[config.mk]
export PLATFORM = sky130hd
export DESIGN_NAME = tap_data_regs
export DESIGN_NICKNAME = d
export VERILOG_FILES = /design/src/rtl/tap_data_regs.sv
export SDC_FILE = /design/constraint.sdc
export NUM_CORES = 1
export LEC_CHECK = 0
export CAP_MARGIN = 20
export CORE_AREA = 2 2 113 115
export DETAILED_ROUTE_END_ITERATION = 12
export DIE_AREA = 0 0 115 117
export DONT_BUFFER_PORTS = 1
export GPL_ROUTABILITY_DRIVEN = 0
export HOLD_SLACK_MARGIN = 0.1
export PLACE_DENSITY = 0.57
export SLEW_MARGIN = 0
export SYNTH_ARGS = -nofsm -noshare
export SYNTH_HDL_FRONTEND = slang
export SYNTH_SLANG_ARGS = --single-unit
export TNS_END_PERCENT = 20
[constraint.sdc]
create_clock -name tck_i -period 6.8 [get_ports tck_i]
set_input_delay 1.02 -clock tck_i [delete_from_list [all_inputs] [get_ports tck_i]]
set_output_delay 1.02 -clock tck_i [all_outputs]
set_load 0.02 [all_outputs]
[src/rtl/tap_data_regs.sv]
`timescale 1ns/1ps
// JTAG TAP instruction register plus IDCODE, USER and BYPASS data registers.
// TDO is launched on the falling edge of tck.
module tap_data_regs #(
    parameter int unsigned IR_WIDTH   = 5,
    parameter logic [31:0] IDCODE_VAL = 32'h1000_0A6F,
    parameter int unsigned USER_WIDTH = 32
) (
    input  logic                  tck_i,
    input  logic                  trst_i,
    input  logic                  tdi_i,
    input  logic                  captureIR_i,
    input  logic                  shiftIR_i,
    input  logic                  updateIR_i,
    input  logic                  captureDR_i,
    input  logic                  shiftDR_i,
    input  logic                  updateDR_i,
    input  logic                  SelectIR_i,
    input  logic                  Enable_i,
    input  logic [USER_WIDTH-1:0] user_rdata_i,
    output logic                  tdo_o,
    output logic                  tdo_oe_o,
    output logic [IR_WIDTH-1:0]   ir_o,
    output logic [USER_WIDTH-1:0] user_wdata_o,
    output logic                  user_update_o
);

    // Any code other than IDCODE or USER falls through to BYPASS.
    localparam logic [IR_WIDTH-1:0] IR_IDCODE = IR_WIDTH'(5'h01);
    localparam logic [IR_WIDTH-1:0] IR_USER   = IR_WIDTH'(5'h10);

    logic [IR_WIDTH-1:0]   ir_sr_q, ir_sr_d;
    logic [IR_WIDTH-1:0]   ir_q, ir_d;
    logic [31:0]           idcode_sr_q, idcode_sr_d;
    logic [USER_WIDTH-1:0] user_sr_q, user_sr_d;
    logic                  bypass_q, bypass_d;
    logic [USER_WIDTH-1:0] user_wdata_q, user_wdata_d;
    logic                  user_update_q, user_update_d;
    logic                  tdo_q;

    logic sel_idcode, sel_user;
    logic dr_shift, dr_update, user_fire;
    logic serial_out;

    assign sel_idcode = (ir_q == IR_IDCODE);
    assign sel_user   = (ir_q == IR_USER);

    // Capture beats shift beats update if the controller ever asserts several.
    assign dr_shift  = shiftDR_i & ~captureDR_i;
    assign dr_update = updateDR_i & ~captureDR_i & ~shiftDR_i;
    assign user_fire = dr_update & sel_user;

    always_comb begin
        // NOTE: every comb output gets a default first so no path leaves it unassigned (no latch).
        ir_sr_d = ir_sr_q;
        ir_d    = ir_q;
        if (captureIR_i) begin
            ir_sr_d = IR_WIDTH'(2'b01);
        end else if (shiftIR_i) begin
            ir_sr_d = {tdi_i, ir_sr_q[IR_WIDTH-1:1]};
        end else if (updateIR_i) begin
            ir_d = ir_sr_q;
        end
    end

    always_comb begin
        idcode_sr_d = idcode_sr_q;
        user_sr_d   = user_sr_q;
        bypass_d    = bypass_q;
        if (captureDR_i) begin
            if (sel_idcode)    idcode_sr_d = IDCODE_VAL;
            else if (sel_user) user_sr_d   = user_rdata_i;
            else               bypass_d    = 1'b0;
        end else if (dr_shift) begin
            if (sel_idcode)    idcode_sr_d = {tdi_i, idcode_sr_q[31:1]};
            else if (sel_user) user_sr_d   = {tdi_i, user_sr_q[USER_WIDTH-1:1]};
            else               bypass_d    = tdi_i;
        end
    end

    // The strobe is masked by its own previous value so it can never stretch.
    assign user_wdata_d  = user_fire ? user_sr_q : user_wdata_q;
    assign user_update_d = user_fire & ~user_update_q;

    always_ff @(posedge tck_i or posedge trst_i) begin
        // NOTE: sequential state uses non-blocking assignments so all flops sample pre-edge values.
        if (trst_i) begin
            ir_sr_q       <= IR_WIDTH'(1'b1);
            ir_q          <= IR_IDCODE;
            idcode_sr_q   <= '0;
            user_sr_q     <= '0;
            bypass_q      <= 1'b0;
            user_wdata_q  <= '0;
            user_update_q <= 1'b0;
        end else begin
            ir_sr_q       <= ir_sr_d;
            ir_q          <= ir_d;
            idcode_sr_q   <= idcode_sr_d;
            user_sr_q     <= user_sr_d;
            bypass_q      <= bypass_d;
            user_wdata_q  <= user_wdata_d;
            user_update_q <= user_update_d;
        end
    end

    always_comb begin
        serial_out = bypass_q;
        if (SelectIR_i)      serial_out = ir_sr_q[0];
        else if (sel_idcode) serial_out = idcode_sr_q[0];
        else if (sel_user)   serial_out = user_sr_q[0];
    end

    always_ff @(negedge tck_i or posedge trst_i) begin
        if (trst_i) tdo_q <= 1'b0;
        else        tdo_q <= serial_out;
    end

    assign tdo_o         = tdo_q;
    assign tdo_oe_o      = Enable_i;
    assign ir_o          = ir_q;
    assign user_wdata_o  = user_wdata_q;
    assign user_update_o = user_update_q;

endmodule

* Yosys cells after proc, flatten, opt, wreduce, memory -nomap -nowiden *
Cells that the tools add are included.
Widths: inputs -> output; s select.

storage, ports and cells
  bits in registers = 109
  memories kept = 0
  word-level logic and storage cells = 49
  bits in latches = 0
  bits in writable memories = 0
  ROM bits = 0

operators by class
  multiply operators = 0
  add/sub/neg operators = 0
  order comparisons = 0
  reductions and logical operators = 6
  divide/modulo/power cells = 0
  shift-type cells = 0
  mux-type cells = 21
  bitwise operators = 12
  equality and inequality tests = 2

operators by type and width
  kind                number
  $mux 32             10
  $mux 5              2
  $mux 1              9
  $reduce_and 3->1    3
  $not 1->1           7
  $and 1x1->1         5
  $eq 5x1->1 const B  1
  $eq 5x5->1 const B  1
  $reduce_bool 2->1   2
  $reduce_and 2->1    1

* Logic depth before layout (Yosys ltp) *
Gate-level depths: netlist (run 1).

  word-level depth = 5
  depth in mapped cells = 5
  mapped depth without buffers = 3

==> results.py, run 1 <==
metrics = {
    "pwr": {
        "comb_power_share_pct": 16.7,
        "pwr-share-clk_pct": 28.0,
        "p_per_area_nw_per_um2": 363,
        "peakVddDrop_uv": 167,
        "p_leak_uw": 0.00228,
        "swShare_pct": 30.4,
        "p_total_uw": 1870,
        "internal_power_uw": 1300,
        "seqPwrFrac_pct": 55.4,
        "power_switching_uw": 567,
    },
    "sta": {
        "slew_viol_final": 0,
        "worst_pin_slew_ps": 921,
        "slew_headroom_pct": 38.6,
        "fin_skew_ps": 8.62,
        "final_hold_viol_count": 0,
        "rsz0062_at_grt": "false",
        "setup_ws_ps": 1500,
        "tns_ps": 0,
        "setup_viol": 0,
    },
    "yosys": {
        "synth-edff-count": 0,
        "async_reset_ff_share_pct": 100,
        "synth-simple-area-share_pct": 6.99,
        "synth_common_cells": "106 x dfrtp_1, 32 x o2bb2ai_1, 30 x a22oi_1",
        "syn-num-nets": 408,
        "synth-adder-area-share_pct": 0,
        "ys.flop_type": "dfrtp_1",
        "synth_top_area_share_pct": 55.3,
        "synth_compound_area_share_pct": 19.8,
        "syn_area_per_cell_sq_um": 13.1,
        "yosysSeqAreaShare_pct": 56.9,
        "synth_area_leaders": "dfrtp_1 55%, mux2_4 9.1%, o2bb2ai_1 5.8%",
        "yosysMostFrequentCell": "dfrtp_1",
        "synth_xor_area_share_pct": 0.183,
        "synth_cell_types": 44,
        "synth_top_area_cell": "dfrtp_1",
        "syn_area_sq_um": 4790,
        "ys_warn_count": 0,
        "synth_seq_cells": 109,
        "postSynthCellCount": 365,
        "synth_top_family_by_area": "compound AO/OA/AOI/OAI gates",
        "synthMuxAreaShare_pct": 11.8,
    },
    "finish": {
        "nets": 391,
        "antenna-diode-count": 0,
        "drive_gt1_share_pct": 20.4,
        "fillCellCount": 1156,
        "areaGrowthSynthToFinish_pct": 7.25,
    },
    "critical_path": {
        "critPathCapture": "tdo_o",
        "worst-path-stages": 0,
        "reg2reg_slack_ps": 1550,
        "rr_startpoint": "ir_o[1]",
        "critPathArrivalTime_ps": 4280,
        "worstSetupPathType": "reg -> out",
        "crit_required_ps": 5780,
        "endpoint_kind": "primary output",
        "r2r-end": "tdo_o",
        "cp-startpoint": "tdo_o",
        "crit_fanout": 1,
        "start_kind": "flip-flop",
        "worstRegToRegCells": 3,
    },
    "grt": {
        "grt_first_pass_wirelength_mm": 16.5,
        "grt_start_max_net_pins": 74,
        "gr-total-overflow": 0,
        "antenna_found_initial": 0,
        "grt_util_all_layers_pct": 16.0,
        "first_global_vias": 2950,
    },
    "clock_network": {
        "cts_buffers": 9,
        "post_cts_buffers": 0,
        "root_buffer": "clkbuf_16",
        "htreeDepth": 3,
        "cts_buffer_depth": 2,
        "cts_sinks": 109,
        "cts_resized": 0,
        "clkTransAtPathRegs_ps": 70,
        "cts_tree": "built",
        "clock_latency_ps": 350,
        "holdBufCountCts": 0,
    },
    "drt": {
        "drc_errors": 0,
        "initialDrtViolationCount": 171,
        "wire_per_inst_um": 20.6,
        "wl_mm": 10.4,
        "vias": 3016,
        "dr.pass1.iters": 5,
        "antenna_left": 0,
        "avgViaCountPerCell": 6.00,
    },
    "floorplanning": {
        "die_area_sq_um": 13500,
        "rows": 41,
        "boundaryPins": 83,
        "die_w_um": 115,
        "start_util_pct": 38.9,
        "die_h_um": 117,
        "core-area_sq_um": 12300,
    },
    "run": {
        "cap_violations": 0,
    },
    "place": {
        "dp_hpwl_mm": 6.27,
        "io_buffer_count": 0,
        "place_ws_ps": 1550,
    },
    "status": {
        "outcome": "finished clean",
    },
    "worst_hold_path": {
        "hp-class": "reg -> reg",
    },
}
[cells by family after synthesis]
logic type | Yosys count
AO/OA/AOI/OAI | 124
XOR/XNOR | 1
buffers and inverters | 38
flip-flops | 109
multiplexers | 41
AND/OR/NAND/NOR | 52
[worst min path at each step]
stage / cells past startpoint / from / slack [ps] / endpoint
after floorplan: 1 / idcode_sr_q[19] / 460 / idcode_sr_q[19]
after global placement: 1 / idcode_sr_q[6] / 480 / idcode_sr_q[6]
after detailed placement: 1 / idcode_sr_q[3] / 480 / idcode_sr_q[3]
after CTS: 1 / idcode_sr_q[6] / 500 / idcode_sr_q[6]
after global routing: 1 / idcode_sr_q[9] / 520 / idcode_sr_q[9]
final: 1 / idcode_sr_q[9] / 490 / idcode_sr_q[9]
[layout make-up]
| class | instances | area, sq um | share of cell area (%) |
|---|---|---|---|
| Sequential cell | 109 | 2730 | 53.1 |
| Multi-Input combinational cell | 218 | 1860 | 36.2 |
| Timing Repair Buffer | 8 | 60.1 | 1.17 |
| Tap cell | 150 | 188 | 3.65 |
| Inverter | 2 | 11.3 | 0.219 |
| Clock buffer | 11 | 233 | 4.53 |
| Clock inverter | 5 | 61.3 | 1.19 |
[metal layers]
metal / track usage [%] / routed length [um] / share of wire (%)
met1: 22.1 / 4910 / 47
met5: 0 / 0 / 0
met2: 23.5 / 4720 / 45
met4: 6.75 / 148 / 1.4
met3: 4.58 / 599 / 5.8
[state kept, by name, summed over array words and instances, names as in the netlist]
name,count
ir_sr_q,5
bypass_q,1
user_update_o,1
ir_o,5
user_sr_q,32
idcode_sr_q,32
tdo_o,1
user_wdata_o,32
[power groups by stage]
| stage | Clock (uW) | Combinational, uW | Sequential [uW] |
|---|---|---|---|
| detailed placement | 0 | 314 | 1040 |
| finish | 522 | 311 | 1030 |
| global route | 569 | 347 | 1060 |
| global placement | 0 | 308 | 1040 |
| CTS | 540 | 315 | 1030 |
| floorplan | 0 | 286 | 997 |
[metrics by stage]
stage          cell area, sq um  std cells  hold WS (ps)  utilization, %
2_1_floorplan              4800        365           456               -
3_3_place_gp               4850        487           475            39.4
3_5_place_dp               4850        487           481            39.4
6_report                   5140        503           495            41.8
4_1_cts                    5140        503           498            41.8
5_1_grt                    5140        503           518            41.8
[layout by cell type (no fill, tap or decap), types with 8 or more instances in the layout]
| master | Yosys | routed |
|---|---|---|
| mux2_2 | 8 | 8 |
| mux2_4 | 29 | 29 |
| a22oi_1 | 30 | 30 |
| nand4_1 | 18 | 18 |
| dfrtp_1 | 106 | 106 |
| o2bb2ai_1 | 32 | 32 |
| o31ai_1 | 17 | 17 |
| o21ai_1 | 16 | 16 |
| clkbuf_16 | 0 | 9 |
| buf_4 | 2 | 8 |
No activity file was read; power rests on OpenSTA's default activity.
==> run 2: changes to the inputs <==
==> constraint.sdc (replaced) <==
create_clock -name tck_i -period 5.3 [get_ports tck_i]
set_input_delay 0.795 -clock tck_i [delete_from_list [all_inputs] [get_ports tck_i]]
set_output_delay 0.795 -clock tck_i [all_outputs]
set_load 0.02 [all_outputs]
==> results.py, run 2 (synthesized netlist as in run 1, its figures left out) <==
metrics = {
    "drt": {
        "drc_errors": 0,
        "dr.pass1.iters": 4,
        "avgViaCountPerCell": 6.01,
        "wl_mm": 10.4,
        "vias": 3029,
        "antenna_left": 0,
        "wire_per_inst_um": 20.7,
        "initialDrtViolationCount": 223,
    },
    "sta": {
        "slew_viol_final": 0,
        "tns_ps": 0,
        "rsz0062_at_grt": "false",
        "setup_viol": 0,
        "fin_skew_ps": 8.93,
        "final_hold_viol_count": 0,
        "worst_pin_slew_ps": 969,
        "slew_headroom_pct": 35.4,
    },
    "floorplanning": {
        "die_h_um": 117,
        "core-area_sq_um": 12300,
        "die_w_um": 115,
        "die_area_sq_um": 13500,
        "start_util_pct": 38.9,
        "rows": 41,
        "boundaryPins": 83,
    },
    "clock_network": {
        "cts_sinks": 109,
        "cts_tree": "built",
        "root_buffer": "clkbuf_16",
        "post_cts_buffers": 0,
        "clkTransAtPathRegs_ps": 70,
        "htreeDepth": 3,
        "cts_resized": 0,
        "cts_buffer_depth": 2,
        "cts_buffers": 9,
        "clock_latency_ps": 350,
        "holdBufCountCts": 0,
    },
    "finish": {
        "areaGrowthSynthToFinish_pct": 7.88,
        "drive_gt1_share_pct": 20.9,
        "final_cell_mix": "106 x dfrtp_1, 32 x o2bb2ai_1, 30 x a22oi_1",
        "nets": 392,
        "final_common_cell": "dfrtp_1",
        "antenna-diode-count": 0,
        "final_cell_area_sq_um": 5170,
    },
    "pwr": {
        "p_per_area_nw_per_um2": 473,
        "p_leak_uw": 0.00228,
        "peakVddDrop_uv": 237,
    },
    "critical_path": {
        "crit_required_ps": 4510,
        "critPathArrivalTime_ps": 3540,
        "endpoint_kind": "primary output",
        "start_kind": "flip-flop",
        "worstSetupPathType": "reg -> out",
        "crit_fanout": 1,
    },
    "run": {
        "cap_violations": 0,
    },
    "grt": {
        "gr-total-overflow": 0,
        "antenna_found_initial": 0,
        "first_global_vias": 3018,
        "grt_util_all_layers_pct": 16.0,
        "grt_first_pass_wirelength_mm": 16.5,
        "grt_start_max_net_pins": 76,
    },
    "place": {
        "postPlaceCellArea_sq_um": 4860,
        "io_buffer_count": 0,
        "dp_hpwl_mm": 6.34,
    },
    "worst_hold_path": {
        "hp-class": "in -> async",
    },
    "status": {
        "outcome": "finished clean",
    },
}
## run 2: per-layer routing
layer  vias to the layer above  wire length [um]  global-route usage (%)
met5                         -                 0                       0
met4                         0                96                    4.02
met3                        11               682                    6.13
met2                        76              4940                    24.6
met1                      1558              4720                    21.4
li1                       1384                 -                       -
## run 2: path summary, 6_finish.rpt
path | cells after the start | slack (ps) | startpoint | end
min in group tck_i | 1 | 490 | idcode_sr_q[1] | idcode_sr_q[1]
min reg2reg | 1 | 490 | idcode_sr_q[1] | idcode_sr_q[1]
max in group asynchronous | 1 | 2430 | trst_i | tdo_o
max | 0 | 960 | tdo_o | tdo_o
max reg2reg | 3 | 1010 | ir_o[0] | tdo_o
min | 2 | 490 | trst_i | user_sr_q[3]
## run 2: final cells by class
cell class | count | area (sq um)
fillers | 1158 | 7140
flip-flops and latches | 109 | 2730
multi-input cells | 218 | 1860
clock buffers | 10 | 229
well taps | 150 | 188
clock inverters | 6 | 87.6
repair buffers | 9 | 67.6
inverters | 2 | 11.3
## run 2: where the power goes
part	total (uW)	internal (uW)	switching (uW)	leakage, uW
logic	405	237	168	0.000726
registers	1330	1060	265	0.00141
clock network	714	413	301	0.000145
total	2450	1710	734	0.00228
## run 2: stage by stage
stage	power [uW]	cells	hold WS, ps	utilization, %	setup WS, ps
2_1_floorplan	1650	365	456	-	641
3_3_place_gp	1730	488	474	39.4	1010
3_5_place_dp	1750	488	480	39.4	1010
4_1_cts	2480	504	488	42.0	944
5_1_grt	2590	504	483	42.0	939
6_report	2450	504	486	42.0	962
==> run 3: changes to the inputs <==
==> constraint.sdc (replaced) <==
create_clock -name tck_i -period 4.3 [get_ports tck_i]
set_input_delay 0.645 -clock tck_i [delete_from_list [all_inputs] [get_ports tck_i]]
set_output_delay 0.645 -clock tck_i [all_outputs]
set_load 0.02 [all_outputs]
==> results.py, run 3 (synthesized netlist as in run 1, its figures left out) <==
metrics = {
    "grt": {
        "grt_first_pass_wirelength_mm": 17.1,
        "gr-total-overflow": 0,
        "grt_util_all_layers_pct": 16.4,
        "antenna_found_initial": 0,
        "grt_start_max_net_pins": 59,
        "first_global_vias": 3105,
    },
    "critical_path": {
        "crit_fanout": 7,
        "crit_slowest_cell": "dfstp_2",
        "endpoint_kind": "flip-flop",
        "crit_required_ps": 2340,
        "worstSetupPathType": "reg -> reg",
        "start_kind": "flip-flop",
        "cpPeakStageDelay_ps": 650,
        "crit_buf_inv": 0,
        "critPathArrivalTime_ps": 1840,
        "cp_cell_sequence": "and2b_2, a22o_1, a221o_1",
        "crit_family": "flip-flops",
    },
    "clock_network": {
        "cts_sinks": 109,
        "clock_latency_ps": 350,
        "cts_buffers": 9,
        "cts_resized": 0,
        "htreeDepth": 3,
        "holdBufCountCts": 0,
        "root_buffer": "clkbuf_16",
        "clkTransAtPathRegs_ps": 70,
        "cts_tree": "built",
        "post_cts_buffers": 0,
        "cts_buffer_depth": 2,
    },
    "pwr": {
        "p_leak_uw": 0.00228,
        "p_per_area_nw_per_um2": 576,
        "peakVddDrop_uv": 204,
    },
    "finish": {
        "final_cell_area_sq_um": 5160,
        "nets": 392,
        "antenna-diode-count": 0,
        "drive_gt1_share_pct": 20.9,
        "post-route-util_pct": 41.9,
        "final_cell_mix": "106 x dfrtp_1, 32 x o2bb2ai_1, 30 x a22oi_1",
        "final_common_cell": "dfrtp_1",
        "fillCellCount": 1171,
        "areaGrowthSynthToFinish_pct": 7.57,
    },
    "sta": {
        "final_hold_viol_count": 0,
        "setup_ws_ps": 497,
        "rsz0062_at_grt": "false",
        "slew_viol_final": 0,
        "slew_headroom_pct": 35.8,
        "fin_skew_ps": 8.61,
        "worst_pin_slew_ps": 959,
        "tns_ps": 0,
        "setup_viol": 0,
    },
    "drt": {
        "initialDrtViolationCount": 226,
        "wl_mm": 10.4,
        "dr.pass1.iters": 4,
        "antenna_left": 0,
        "drc_errors": 0,
        "wire_per_inst_um": 20.6,
        "vias": 3040,
        "avgViaCountPerCell": 6.03,
    },
    "place": {
        "dp_hpwl_mm": 6.45,
        "postPlaceCellArea_sq_um": 4860,
        "place_ws_ps": 502,
        "io_buffer_count": 0,
    },
    "status": {
        "outcome": "finished clean",
    },
    "floorplanning": {
        "boundaryPins": 83,
        "start_util_pct": 38.9,
        "rows": 41,
        "core-area_sq_um": 12300,
        "die_area_sq_um": 13500,
        "die_h_um": 117,
        "die_w_um": 115,
    },
    "worst_hold_path": {
        "hp-class": "in -> reg",
    },
    "run": {
        "cap_violations": 0,
    },
}
## run 3: cell types whose count changed in the layout (fill, tap and decap cells not counted)
| cell | previous run | this run |
|---|---|---|
| clkinv_4 | 0 | 3 |
| clkinvlp_4 | 4 | 2 |
| bufinv_16 | 2 | 1 |
| clkinv_2 | 1 | 0 |
| inv_6 | 0 | 1 |
## run 3: layer usage
layer / wire length, um / track usage (%)
met5: 0 / 0
met4: 121 / 4.90
met3: 610 / 4.94
met2: 4800 / 24.8
met1: 4880 / 22.9
## run 3: layout make-up
| class | count | area [sq um] | share of cell area, % |
|---|---|---|---|
| Clock buffer | 10 | 229 | 4.44 |
| Clock inverter | 6 | 72.6 | 1.41 |
| Inverter | 2 | 11.3 | 0.218 |
| Multi-Input combinational cell | 218 | 1860 | 36.1 |
| Sequential cell | 109 | 2730 | 52.9 |
| Tap cell | 150 | 188 | 3.64 |
| Timing Repair Buffer | 9 | 67.6 | 1.31 |
## run 3: where the power goes
| part | switching, uW | internal [uW] | total, uW |
|---|---|---|---|
| registers | 327 | 1310 | 1630 |
| logic | 207 | 293 | 500 |
| clock network | 379 | 457 | 836 |
## run 3: path summary, 6_finish.rpt
path                                     start             end  slack [ps]  depth (start not counted)
worst max-delay path                   ir_o[0]           tdo_o         500                          3
worst min-delay path               captureIR_i      ir_sr_q[4]         360                          1
worst max register to register         ir_o[0]           tdo_o         500                          3
worst min register to register  idcode_sr_q[2]  idcode_sr_q[2]         500                          1
max in group asynchronous               trst_i           tdo_o        2070                          1
min in group asynchronous               trst_i   user_sr_q[29]         440                          2
## run 3: metrics by stage
stage	instances	hold slack, ps	total power (uW)
floorplan	365	456	2030
global placement	488	472	2130
detailed placement	488	479	2160
CTS	504	346	3000
global route	504	345	3140
finish	504	358	2970
## run 3: worst register-to-register path, stage by stage, from the launching register on
cell,delay (ps)
dfstp_2,650
and2b_2,310
a22o_1,250
a221o_1,300
==> edit (flow settings as in run 3) <==
Set the parameter `USER_WIDTH` to 48 (it was 32).
--- a/src/rtl/tap_data_regs.sv
+++ b/src/rtl/tap_data_regs.sv
@@ -4,7 +4,7 @@
 module tap_data_regs #(
     parameter int unsigned IR_WIDTH   = 5,
     parameter logic [31:0] IDCODE_VAL = 32'h1000_0A6F,
-    parameter int unsigned USER_WIDTH = 32
+    parameter int unsigned USER_WIDTH = 48
 ) (
     input  logic                  tck_i,
     input  logic                  trst_i,
Ports: changed (resized user_rdata_i and user_wdata_o); port bits go from 83 to 115. The function was not compared with the original's and may differ.
==> edit against run 3 <==
- highest routed layer unchanged
- routed wire length rose by 27%
- sequential cell count rose by 32
- worst setup slack got worse by 0.019 ns
- core utilization rose by 13 points
- synthesized cell count rose by 25%
- cell count rose by 19%
- sequential power rose by 34%
- die area did not move
- critical path depth did not move
- critical endpoint unchanged
- design area rose by 30%
- area after synthesis rose by 24%
- global-route usage rose by 3.9 points
- total power rose by 49%
==> edit: results (changes against run 3) <==
Outcome:
- The run finished with clean final reports.

Timing:
- The transition time at the pin with the least slew margin came to 1.07 ns (+0.108 ns).
- The worst path setup slack after routing was 0.478 ns (-0.0193 ns).
- The maximum clock skew at final layout was 0.0223 ns (+0.0137 ns).

Place:
- The number of input and output port buffers inserted is 0 (unchanged).
- The pre-CTS setup slack is 0.514 ns (+0.0119 ns).
- The cell area after placement is 6050 sq um (+25%).
- The estimated wirelength of the detail-placed design is 7870 um (+22%).
- The post-placement cell count is 568 (+16%).

Logic synthesis:
- The net count after synthesis is 514 (+26%).
- Sorting the synthesized cells by area gives the leading types as sky130_fd_sc_hd__dfrtp_1 58%, sky130_fd_sc_hd__mux2_2 8.3%, sky130_fd_sc_hd__o2bb2ai_1 7.1%.
- The fraction of registers with async set/reset was 100% (unchanged).
- After synthesis, the most frequently instantiated cells are 138 x sky130_fd_sc_hd__dfrtp_1, 48 x sky130_fd_sc_hd__o2bb2ai_1, 46 x sky130_fd_sc_hd__a22oi_1, 44 x sky130_fd_sc_hd__mux2_2.
- The post-synthesis sequential area ratio was 59.3% (+2.3 points).
- The count of synthesis-stage warnings from yosys is 0 (unchanged).
- The cell count after synthesis is 455 (+25%).

Final layout:
- The number of antenna cells inserted is 0 (unchanged).
- The count of placed standard cells in the final layout, fillers left out is 600 (+19%).
- The fraction of final layout cells with drive strength greater than 1 is 23.6% (+2.7 points).
- The count of nets after finishing came to 496 (+27%).
- The filler cell count in the final layout was 1073 (-8.4%).

Clock network:
- The clock transition at the registers of the reported paths is 0.05 ns (-0.02 ns).
- The buffers inserted during post-CTS setup optimization is 0 (unchanged).
- The number of buffers added by the clock tree synthesis step is 17 (+8).
- The H-tree depth reported by CTS is 4 (+1).
- The post-CTS resize count was 0 (unchanged).
- The worst-skew pair later-pin latency came to 0.41 ns (+0.06 ns).
- The tree is rooted in a sky130_fd_sc_hd__clkbuf_16.

GRT:
- The number of global-route vias before repair is 3816 (+23%).
- The global-route track usage on met2 is 29.8% (+4.9 points).
- The global-route track usage on met1 was 27.3% (+4.4 points).
- The largest net degree at the start of global routing is 77 (+31%).
- The met3 global-route usage is 8.24% (+3.3 points).
- The initial antenna violation count is 0 (unchanged).
- The total routing usage reported by global routing was 20.3% (+3.9 points).
- The wire length of the first global-routing pass is 21000 um (+23%).

Route:
- The final routed wire length divided by cell count came to 22.1 um (+7.1%).
- The initial detailed-routing violation count is 251 (+11%).
- The number of detailed-route iterations in the first pass was 4 (unchanged).
- The via density per instance came to 6.31 (+4.5%).

Setup path:
- Tracing the worst setup path back leads to its startpoint at ir_o[0]$_DFFE_PP1P_.
- The count of cells along the worst register-to-register path was 3 (unchanged).
- The arrival time reported for the critical path endpoint is 1.90 ns (+0.06 ns).
- On the worst path, the slowest cell contributes a delay of 0.64 ns.
- On the critical path, the stage with the largest delay is an instance of sky130_fd_sc_hd__dfstp_2.
- Grouping stages by cell kind, the critical path spends the most delay in flip-flops.

Pwr:
- The internal power is 3.15 mW (+53%).
- The peak ir drop on the vdd network is 0.352 mV (+73%).
- The leakage power is 2.98 nW (+31%).

Hold path:
- The classification of the worst-slack hold path is primary input to flop.
[edit: power groups by stage]
stage / clock (mW) / combinational [mW] / sequential [mW]
after CTS: 1.65 / 0.617 / 2.19
final: 1.62 / 0.608 / 2.18
after global routing: 1.71 / 0.673 / 2.24
after floorplan: 0 / 0.545 / 2.09
after global placement: 0 / 0.593 / 2.19
after detailed placement: 0 / 0.617 / 2.20
[edit: how the worst min path moves through the flow]
stage                                start                           to  slack (ns)  cells past startpoint
6_report                       captureIR_i       ir_sr_q[3]$_DFFE_PP0P_        0.29                      1
5_1_grt                        captureIR_i       ir_sr_q[3]$_DFFE_PP0P_        0.28                      1
4_1_cts                        captureIR_i       ir_sr_q[3]$_DFFE_PP0P_        0.27                      1
3_5_place_dp    idcode_sr_q[8]$_DFFE_PP0P_   idcode_sr_q[7]$_DFFE_PP0P_        0.48                      1
3_3_place_gp    idcode_sr_q[3]$_DFFE_PP0P_   idcode_sr_q[2]$_DFFE_PP0P_        0.47                      1
2_1_floorplan  idcode_sr_q[19]$_DFFE_PP0P_  idcode_sr_q[19]$_DFFE_PP0P_        0.46                      1
[edit: cells by family (layout without fill, tap and decap cells)]
group | count (synthesis) | count (layout) | share of synthesized area, %
muxes | 57 | 57 | 11.3
xor gates and xnor gates | 1 | 1 | 0.147
buffers and inverters | 48 | 43 | 3.86
DFF | 141 | 141 | 59.3
and+or+nand+nor | 52 | 52 | 5.29
AOI/OAI and AO/OA | 156 | 156 | 20.2
[edit: cell type report]
| type | count | area (sq um) | area share (%) |
|---|---|---|---|
| Timing Repair Buffer | 9 | 92.6 | 1.38 |
| Multi-Input combinational cell | 266 | 2230 | 33.2 |
| Clock inverter | 11 | 188 | 2.80 |
| Sequential cell | 141 | 3530 | 52.6 |
| Clock buffer | 21 | 470 | 7.01 |
| Tap cell | 150 | 188 | 2.80 |
| Inverter | 2 | 11.3 | 0.168 |
[edit: metal layers]
layer  part of all wire [%]  vias up
li1                       -     1722
met1                     45     1936
met5                      0        -
met4                    1.9        0
met2                     46      103
met3                    6.9       22
